--- config.mk ---
export PLATFORM = sky130hd
export DESIGN_NAME = deadtime_gen_multi_flat
export DESIGN_NICKNAME = d
export VERILOG_FILES = /design/src/rtl/deadtime_gen_multi_if.sv /design/src/rtl/deadtime_gen_multi.sv /design/src/flat_wrapper.sv
export SDC_FILE = /design/constraint.sdc
export NUM_CORES = 1
export LEC_CHECK = 0
export CAP_MARGIN = 15
export CORE_ASPECT_RATIO = 0.75
export CORE_MARGIN = 2
export CORE_UTILIZATION = 58
export CTS_BUF_LIST = sky130_fd_sc_hd__clkbuf_8 sky130_fd_sc_hd__clkbuf_16
export CTS_CLUSTER_DIAMETER = 60
export CTS_CLUSTER_SIZE = 28
export DETAILED_ROUTE_END_ITERATION = 16
export PLACE_DENSITY_LB_ADDON = 0.2
export SYNTH_ARGS = -nofsm -noshare
export SYNTH_HDL_FRONTEND = slang
export SYNTH_SLANG_ARGS = --single-unit
--- constraint.sdc ---
create_clock -name clk -period 2.7 [get_ports clk]
set_input_delay 0.54 -clock clk [delete_from_list [all_inputs] [get_ports clk]]
set_output_delay 0.54 -clock clk [all_outputs]
set_load 0.005 [all_outputs]
--- src/rtl/deadtime_gen_multi_if.sv ---
// Bus between the PWM/modulator side and the multi-channel deadtime stage.
// master drives commands and configuration; slave returns gates and status.
interface deadtime_gen_multi_if #(
   parameter int N_CH = 2,
   parameter int DT_W = 8
);
   logic [N_CH-1:0]   sp;
   logic [DT_W-1:0]   dt_cycles;
   logic              en;
   logic              fault;
   logic              fault_clr;
   logic [2*N_CH-1:0] s;
   logic [N_CH-1:0]   dead_active;
   logic              fault_active;

   modport master (
      output sp, dt_cycles, en, fault, fault_clr,
      input  s, dead_active, fault_active
   );

   modport slave (
      input  sp, dt_cycles, en, fault, fault_clr,
      output s, dead_active, fault_active
   );
endinterface

--- src/rtl/deadtime_gen_multi.sv ---
// N_CH complementary gate pairs with programmable deadtime, a minimum-deadtime floor,
// enable and a sticky fault shutdown. Each pair is driven from its own small FSM.
module deadtime_gen_multi #(
   parameter int N_CH   = 2,
   parameter int DT_W   = 8,
   parameter int MIN_DT = 1
) (
   input  logic                 clk,
   input  logic                 rst_n,
   deadtime_gen_multi_if.slave  bus
);
   typedef enum logic [1:0] {ST_OFF, ST_HI, ST_LO, ST_DEAD} state_t;

   localparam logic [DT_W-1:0] MIN_DT_V = DT_W'(MIN_DT);
   localparam logic [DT_W-1:0] CNT_ONE  = DT_W'(1);

   state_t            r_state     [N_CH];
   state_t            w_state_nxt [N_CH];
   logic [N_CH-1:0]   r_tgt;
   logic [N_CH-1:0]   w_tgt_nxt;
   logic [DT_W-1:0]   r_cnt       [N_CH];
   logic [DT_W-1:0]   w_cnt_nxt   [N_CH];
   logic [DT_W-1:0]   r_dt        [N_CH];
   logic [DT_W-1:0]   w_dt_nxt    [N_CH];
   logic [2*N_CH-1:0] r_s;
   logic [2*N_CH-1:0] w_s_nxt;
   logic [N_CH-1:0]   r_dead;
   logic [N_CH-1:0]   w_dead_nxt;
   logic              r_fault_active;
   logic              w_halt;
   logic [DT_W-1:0]   w_dt_eff;

   // A fault acts on the edge it is sampled, before the latch has captured it.
   assign w_halt   = ~bus.en | bus.fault | r_fault_active;
   assign w_dt_eff = (bus.dt_cycles < MIN_DT_V) ? MIN_DT_V : bus.dt_cycles;

   always_ff @(posedge clk or negedge rst_n) begin
      if (!rst_n) begin
         r_fault_active <= 1'b0;
         r_tgt          <= '0;
         r_s            <= '0;
         r_dead         <= '0;
         for (int i = 0; i < N_CH; i++) begin
            r_state[i] <= ST_OFF;
            r_cnt[i]   <= '0;
            r_dt[i]    <= MIN_DT_V;
         end
      end else begin
         if (bus.fault)
            r_fault_active <= 1'b1;
         else if (bus.fault_clr)
            r_fault_active <= 1'b0;
         r_tgt  <= w_tgt_nxt;
         r_s    <= w_s_nxt;
         r_dead <= w_dead_nxt;
         for (int i = 0; i < N_CH; i++) begin
            r_state[i] <= w_state_nxt[i];
            r_cnt[i]   <= w_cnt_nxt[i];
            r_dt[i]    <= w_dt_nxt[i];
         end
      end
   end

   always_comb begin
      w_tgt_nxt = r_tgt;
      for (int i = 0; i < N_CH; i++) begin
         w_state_nxt[i] = r_state[i];
         w_cnt_nxt[i]   = r_cnt[i];
         w_dt_nxt[i]    = r_dt[i];
         case (r_state[i])
            ST_OFF: begin
               if (!w_halt) begin
                  w_state_nxt[i] = ST_DEAD;
                  w_tgt_nxt[i]   = bus.sp[i];
                  w_cnt_nxt[i]   = '0;
                  w_dt_nxt[i]    = w_dt_eff;
               end
            end
            ST_HI, ST_LO: begin
               if (w_halt) begin
                  w_state_nxt[i] = ST_OFF;
               end else if (bus.sp[i] != (r_state[i] == ST_HI)) begin
                  w_state_nxt[i] = ST_DEAD;
                  w_tgt_nxt[i]   = bus.sp[i];
                  w_cnt_nxt[i]   = '0;
                  w_dt_nxt[i]    = w_dt_eff;
               end
            end
            ST_DEAD: begin
               // A command change mid-interval restarts the full deadtime, so short glitches never reach the gates.
               if (w_halt) begin
                  w_state_nxt[i] = ST_OFF;
               end else if (bus.sp[i] != r_tgt[i]) begin
                  w_tgt_nxt[i]   = bus.sp[i];
                  w_cnt_nxt[i]   = '0;
                  w_dt_nxt[i]    = w_dt_eff;
               end else if (r_cnt[i] == r_dt[i] - CNT_ONE) begin
                  w_state_nxt[i] = r_tgt[i] ? ST_HI : ST_LO;
               end else begin
                  w_cnt_nxt[i]   = r_cnt[i] + CNT_ONE;
               end
            end
            default: w_state_nxt[i] = ST_OFF;
         endcase
      end
   end

   // Outputs are decoded from the next state so the registered gates change on the same edge as the state.
   always_comb begin
      w_s_nxt    = '0;
      w_dead_nxt = '0;
      for (int i = 0; i < N_CH; i++) begin
         case (w_state_nxt[i])
            ST_HI:   w_s_nxt[2*i]     = 1'b1;
            ST_LO:   w_s_nxt[2*i+1]   = 1'b1;
            ST_DEAD: w_dead_nxt[i]    = 1'b1;
            default: ;
         endcase
      end
   end

   assign bus.s            = r_s;
   assign bus.dead_active  = r_dead;
   assign bus.fault_active = r_fault_active;
endmodule

--- src/flat_wrapper.sv ---
// flat-port wrapper written by rule: the top's interface ports become plain ports
module deadtime_gen_multi_flat 
#(
   parameter int N_CH   = 2,
   parameter int DT_W   = 8,
   parameter int MIN_DT = 1
)
  (clk, rst_n, bus_sp, bus_dt_cycles, bus_en, bus_fault, bus_fault_clr, bus_s, bus_dead_active, bus_fault_active);
  deadtime_gen_multi_if #(.N_CH(N_CH), .DT_W(DT_W)) bus_i ();
  input  logic clk;
  input  logic rst_n;
  input wire logic [$bits(bus_i.sp)-1:0] bus_sp;
  input wire logic [$bits(bus_i.dt_cycles)-1:0] bus_dt_cycles;
  input wire logic [$bits(bus_i.en)-1:0] bus_en;
  input wire logic [$bits(bus_i.fault)-1:0] bus_fault;
  input wire logic [$bits(bus_i.fault_clr)-1:0] bus_fault_clr;
  output wire logic [$bits(bus_i.s)-1:0] bus_s;
  output wire logic [$bits(bus_i.dead_active)-1:0] bus_dead_active;
  output wire logic [$bits(bus_i.fault_active)-1:0] bus_fault_active;
  assign bus_i.sp = bus_sp;
  assign bus_i.dt_cycles = bus_dt_cycles;
  assign bus_i.en = bus_en;
  assign bus_i.fault = bus_fault;
  assign bus_i.fault_clr = bus_fault_clr;
  assign bus_s = bus_i.s;
  assign bus_dead_active = bus_i.dead_active;
  assign bus_fault_active = bus_i.fault_active;
  deadtime_gen_multi #(.N_CH(N_CH), .DT_W(DT_W), .MIN_DT(MIN_DT)) u_core (.clk(clk), .rst_n(rst_n), .bus(bus_i));
endmodule
==> summary.md, run 1 <==
| Metric | Value |
|---|---|
| FF+latch count, synth | 45 |
| CTS clk-pin slew, worst paths | 0.09 ns |
| Cell Pwr Density | 984 nW/µm² |
| Final setup margin | 0.124 ns |
| Top_reg_cell synth | dfrtp_1 |
| Die X-Extent | 84.8 µm |
| Worst hold path type | primary input to asynchronous set/reset pin |
| Area leader, netlist | dfrtp_1 |
| Clock buffer count from CTS | 5 |
| P_leak | 1.51 nW |
| Crit path arrival time | 2.76 ns |
| R2R Path Start | u_core.r_dt[8] |
| Final Power | 3.26 mW |
| Critical Path RT | 2.89 ns |
| Pin count of the biggest net entering global routing | 46 |
| Die Y | 64.6 µm |
| Via Count | 2365 |
| Tcrit/Tclk final | 95.4% |
| Least-Margin Pin Slew | 0.986 ns |
| EDFF count, synth | 0 |
| Top cells by area, synth | dfrtp_1 38%, nand2_1 8.6%, ha_1 4.8%, xor2_1 4.6%, xnor2_1 3.7% |
| DP HPWL | 4220 µm |
| CTS Buffer Depth | 2 |
| Gpl congestion | 0.858 |
| CTS H-Tree Depth | 2 |
| Status | complete, no violations |
| Finished Core Util | 69.1% |
| Worst Reg-to-Reg Cells | 10 |
| Post-synth top area share | 37.9% |
| Kind of critical path | register to register |
| Ys async rst share | 100% |
| R2r setup slk | 0.12 ns |
| Core ar. | 4790 µm² |
| Std-Cell Rows | 22 |
| Gate Count Post-Synth | 323 |
| Starting density of the core | 59.3% |
| Critical path's slowest cell | dfstp_2 |
| Syn_area_per_cell | 8.79 µm² |
| Area growth, synth to finish | 16.5% |
| Pins Over Slew Limit | 0 |
| Die area | 5480 µm² |
| Initial antenna violation count | 0 |
| Fmax | 388 MHz |
| Biggest cell delay along the critical path | 0.58 ns |
| Fraction of layout cells with a size suffix above 1 | 11.2% |
| # nets final | 381 |
| Global-route usage over all layers | 22.7% |
| I/O Buffers | 21 |
| CTS tree | built |
| Top Ports | 22 |
| Synth warn | 0 |
| Grt total ovfl | 0 |
| Layout fillers | 385 |
| Synth Cell Area | 2840 µm² |
| Max VDD drop | 0.000624 V |
| Drt first pass iters | 4 |
| Sequential cell area fraction in the yosys report | 39.8% |
| Dpl ws | 0.120 ns |
| Antenna cells | 0 |
| Post-layout min period | 2.58 ns |
| Setup Skew | 0.00793 ns |
| Slew HR | 34.3% |
| Number of clock sinks | 45 |
| Setup crit end kind | register |
| Vias in the first global route | 2233 |
| Critical path peak fanout | 5 |
| Critical path, cell by cell | inv_1, ha_1, nor3b_2, or4_1, nand3_1, o21ai_2, or2_1, o311a_1, inv_2, nor2_1 |
| Mapped Nets | 349 |
| Unique masters post-synth | 59 |
| Routed vias/inst | 5.69 |
| Drt drc | 0 |
| First-pass GRT wire length | 10100 µm |
| Clock Root Buffer | clkbuf_8 |
| Critical Path Start Type | register |
| Post-Route WL | 5880 µm |
| Worst-Skew Late Latency | 0.30 ns |
| Max-Cap Viols | 0 |
| Initial DRC count | 183 |
| Routed wire length per instance | 14.1 µm |
| Final ANT Viol Nets | 0 |
| Final Hold Fails | 0 |
| Final setup vio count | 0 |
| Worst reg2reg path endpoint | u_core.bus.s[1] |
## report_power, final
group          leakage, nW  switching (mW)  internal [mW]
Combinational        0.866           0.868          0.716
Clock               0.0626           0.234          0.298
Sequential           0.583           0.254          0.885
## cells by family (layout without fill, tap and decap cells)
logic type	count (synthesis)	in the layout	share of synthesized area, %
xor gates and xnor gates	27	27	8.33
and+or+nand+nor	149	149	26.6
adders and majority gates	11	11	4.85
AOI/OAI and AO/OA	58	58	14.7
muxes	5	5	1.90
DFF	45	45	39.8
buffers and inverters	28	61	3.92
## through the flow
stage | instances | area [µm²] | TNS (ns) | hold slack, ns
2_1_floorplan | 323 | 2840 | 0 | 0.244
6_report | 416 | 3310 | 0 | 0.401
5_1_grt | 416 | 3310 | -0.00730 | 0.489
3_5_place_dp | 406 | 3160 | 0 | 0.492
4_1_cts | 414 | 3280 | 0 | 0.445
3_3_place_gp | 406 | 3160 | 0 | 0.483
## how the worst max path moves through the flow
stage,from,end,slack [ns],cells after the start
5_1_grt,u_core.r_dt[8],u_core.bus.dead_active[0],-0.007,9
2_1_floorplan,u_core.r_dt[0],u_core.bus.s[3],0.24,11
3_5_place_dp,u_core.r_dt[8],u_core.bus.s[1],0.12,10
4_1_cts,u_core.r_dt[8],u_core.bus.s[1],0.11,10
3_3_place_gp,u_core.r_dt[8],u_core.bus.s[1],0.18,10
6_report,u_core.r_dt[8],u_core.bus.s[1],0.12,10
## area by class of cell
cell class / instances / area (µm²) / share of cell area (%)
clock buffers: 6 / 82.6 / 2.50
inverters: 19 / 71.3 / 2.16
multi-input cells: 250 / 1610 / 48.8
clock inverters: 2 / 33.8 / 1.02
flip-flops and latches: 45 / 1130 / 34.1
well taps: 60 / 75.1 / 2.27
repair buffers: 34 / 303 / 9.15
## what timing repair did
| action | CTS | global route |
|---|---|---|
| buffers inserted | 0 | 2 |
| gates resized for setup | 0 | 2 |
| endpoints found under the setup margin | 0 | 6 |
| hold endpoints to repair | 0 | 0 |
| hold buffers | 0 | 0 |
## synth_stat cells, types with 3 or more instances
cell type / n
a21o_1: 3
a21oi_1: 14
a31oi_1: 3
and2_1: 3
and3_1: 4
and4_1: 4
clkbuf_1: 5
dfrtp_1: 43
ha_1: 11
inv_1: 17
nand2_1: 65
nand2b_1: 3
nand3_1: 9
nand4_1: 6
nor2_1: 20
nor2b_1: 4
nor3_1: 4
nor3b_1: 3
nor4_1: 4
o2111ai_1: 3
o21ai_0: 10
o21ai_1: 5
o31ai_1: 3
or3_1: 6
xnor2_1: 12
xor2_1: 15
## registers in the layout, summed over array words and instances, names as in the netlist
name,cells
u_core.bus.dead_active,2
u_core.r_state,4
u_core.r_cnt,16
u_core.bus.fault_active,1
u_core.r_dt,16
u_core.r_tgt,2
u_core.bus.s,4
## critical path: cells and delay by family (launching register included)
| family | cells | cell delay (ns) |
|---|---|---|
| DFF | 1 | 0.58 |
| AOI/OAI and AO/OA | 2 | 0.50 |
| and+or+nand+nor | 5 | 1.06 |
| adders and majority gates | 1 | 0.20 |
| buffers and inverters | 2 | 0.12 |
## cell usage in the layout, fill, tap and decap left out, types with 5 or more instances in the layout
| cell | count |
|---|---|
| o21ai_0 | 10 |
| o21ai_1 | 5 |
| nand3_1 | 9 |
| clkbuf_8 | 6 |
| a21oi_1 | 14 |
| clkdlybuf4s50_1 | 20 |
| xor2_1 | 15 |
| dfrtp_1 | 43 |
| or3_1 | 6 |
| nor2_1 | 20 |
| inv_1 | 18 |
| nand2_1 | 65 |
| xnor2_1 | 12 |
| ha_1 | 11 |
| nand4_1 | 6 |
| buf_4 | 13 |
## per-layer routing
layer	up-vias	wire [µm]	part of all wire, %	global-route usage [%]
met5	-	0	0	0
met4	0	40	0.68	4.76
met3	4	361	6.1	4.20
met2	71	2520	43	35.4
met1	1103	2950	50	33.1
li1	1187	-	-	-
Power figures use the tool's default switching activity.
==> run 2, diff against run 1 <==
Settings changed: ABC_AREA set to 1, ABC_CLOCK_PERIOD_IN_PS set to 2700, CORE_UTILIZATION 58 to 59, GPL_ROUTABILITY_DRIVEN set to 0.
==> run 2 against run 1 <==
Net effect:
- design area fell by 1.6%
- clock power barely moved
- largest power group unchanged
- critical endpoint is now u_core.r_cnt[13]
- synthesized cell count rose by 25%
- utilization rose by 2.1 points
- largest cell class unchanged
- highest routed layer unchanged
- final cell count rose by 17%
==> summary.md, run 2 <==
| Metric | Value |
|---|---|
| Status | complete, no violations |
| Setup TNS Final | 0 ns |
| Layout fillers | 393 |
| Top cells by area, synth | dfrtp_1 37%, nand2_1 16%, inv_1 7.7%, nor2_1 6.7%, nand3_1 5.7% |
| Least-Margin Pin Slew | 0.401 ns |
| Area of the multi-input gates | 1480 µm² |
| Top Family by Delay on Critical Path | simple AND/OR/NAND/NOR gates |
| Syn_area_per_cell | 7.12 µm² |
| Clock Root Buffer | clkbuf_8 |
| WP buf/inv | 1 |
| Biggest cell delay along the critical path | 0.56 ns |
| Critical path's slowest cell | dfstp_2 |
| Ys async rst share | 100% |
| FF+latch count, synth | 45 |
| I/O Buffers | 21 |
| Drt drc | 0 |
| Setup Skew | 0.00887 ns |
| Tcrit/Tclk final | 85.2% |
| Die X-Extent | 84.6 µm |
| Post-Route WL | 6220 µm |
| # nets final | 456 |
| Final Hold Fails | 0 |
| Antenna cells | 0 |
| P_leak | 1.68 nW |
| Fin area | 3250 µm² |
| Pin count of the biggest net entering global routing | 30 |
| Starting density of the core | 62.9% |
| Mapped Nets | 430 |
| Cell with the most instances after synthesis | nand2_1 |
| Initial DRC count | 223 |
| Top_reg_cell synth | dfrtp_1 |
| Number of buffers added for setup after CTS | 0 |
| Slew HR | 73.2% |
| Clock buffer count from CTS | 5 |
| First-pass GRT wire length | 11000 µm |
| Post-synth top area share | 37.4% |
| Vias in the first global route | 2494 |
| Final setup vio count | 0 |
| Critical path, cell by cell | inv_1, ha_1, xor2_1, nand2_1, nor2_1, nand2_1, nor2_1, nand3_1, nand2_2, nor2_1, xnor2_1, nor2_1 |
| Routed wire length per instance | 12.7 µm |
| Most frequent cells in the layout | 124 x nand2_1, 59 x inv_1, 51 x nor2_1, 43 x dfrtp_1, 33 x nand3_1 |
| CTS tree | built |
| Pins Over Slew Limit | 0 |
| Most frequent cells after synthesis | 124 x nand2_1, 59 x inv_1, 51 x nor2_1 |
| Synth warn | 0 |
| Final setup margin | 0.398 ns |
| Commonest non-fill, non-tap cell in the layout | nand2_1 |
| Max-Cap Viols | 0 |
| Synth Cell Area | 2880 µm² |
| Top Registers | u_core.r_cnt x16, u_core.r_dt x16 |
| Setup crit end kind | register |
| Initial antenna violation count | 0 |
| Hold_buf cts | 0 |
| Kind of critical path | register to register |
| Fmax | 434 MHz |
| Critical path peak fanout | 10 |
| Die area | 5460 µm² |
| Dpl ws | 0.231 ns |
| Via Count | 2626 |
| Fraction of layout cells with a size suffix above 1 | 6.73% |
| Area growth, synth to finish | 13.1% |
| R2r setup slk | 0.40 ns |
| Gate Count Post-Synth | 404 |
| CTS H-Tree Depth | 2 |
| Sequential cell area fraction in the yosys report | 39.2% |
| Unique masters post-synth | 29 |
| Critical Path RT | 2.89 ns |
| Critical Path Start Type | register |
| Worst hold path type | primary input to asynchronous set/reset pin |
| Std-Cell Rows | 21 |
| FF+latch area | 1130 µm² |
| Cell Pwr Density | 1100 nW/µm² |
| CTS Buffer Depth | 2 |
| Crit path arrival time | 2.49 ns |
| DP HPWL | 4710 µm |
| Core ar. | 4570 µm² |
| EDFF count, synth | 0 |
| Worst-Skew Late Latency | 0.30 ns |
| Routed vias/inst | 5.38 |
| Post-layout min period | 2.30 ns |
| RSZ-0062 raised after global routing | false |
| Number of clock sinks | 45 |
| Cts repair resizes | 0 |
| Max VDD drop | 0.000683 V |
| Grt total ovfl | 0 |
| Drt first pass iters | 7 |
| Die Y | 64.5 µm |
| CP most frequent cell | nor2_1 |
| Global-route usage over all layers | 25.3% |
| Final ANT Viol Nets | 0 |
| Top Ports | 22 |
| Final hold slack | 0.146 ns |
| Area leader, netlist | dfrtp_1 |
| CTS clk-pin slew, worst paths | 0.09 ns |
| Area post-placement | 3130 µm² |
[run 2: cell count changes after synthesis, moves of 6 or more]
cell	delta
nor2_1	+31
inv_1	+42
or3_1	-6
nand3_1	+24
o21ai_0	+8
a21oi_1	-8
nand2_1	+59
[run 2: stage by stage]
step,std cells,power (mW),util [%]
final,488,3.57,71.2
after detailed placement,480,3.01,68.6
after global routing,488,3.93,71.2
after CTS,488,3.56,71.2
after global placement,480,2.92,68.6
after floorplan,404,2.58,-
[run 2: per-layer routing]
| metal | vias to the layer above | routed length [µm] | track usage, % |
|---|---|---|---|
| li1 | 1307 | - | - |
| met1 | 1189 | 2860 | 34.3 |
| met2 | 120 | 2780 | 40.6 |
| met3 | 10 | 512 | 7.39 |
| met4 | 0 | 64 | 5.95 |
| met5 | - | 0 | 0 |
[run 2: logic make-up after synthesis]
kind of cell	after synthesis	synth area share, %
simple gates	224	32.0
buf+inv	65	9.30
compound gates	39	8.57
flops	45	39.2
fa+ha+maj	11	4.78
xor+xnor	20	6.09
[run 2: worst paths after layout]
path / from / to / cells after the start
worst max-delay path: u_core.r_dt[8] / u_core.r_cnt[13] / 12
worst min-delay path: rst_n / u_core.r_tgt[0] / 1
worst max register to register: u_core.r_dt[8] / u_core.r_cnt[13] / 12
worst min register to register: u_core.r_tgt[0] / u_core.r_tgt[0] / 2
max in group asynchronous: rst_n / u_core.r_dt[0] / 2
min in group clk: u_core.r_tgt[0] / u_core.r_tgt[0] / 2
[run 2: where the power goes]
part / leakage, nW / switching, mW / internal (mW) / total [mW]
registers: 0.578 / 0.200 / 0.918 / 1.12
clock network: 0.0574 / 0.234 / 0.301 / 0.535
logic: 1.05 / 1.23 / 0.686 / 1.92
[run 2: final cells by class]
type                       instances  area share [%]
sequential                        45            34.7
tap                               57            2.19
multi-input combinational        294            45.5
timing repair buffer              24            7.00
inverter                          60            6.92
clock buffer                       6            2.54
clock inverter                     2            1.15
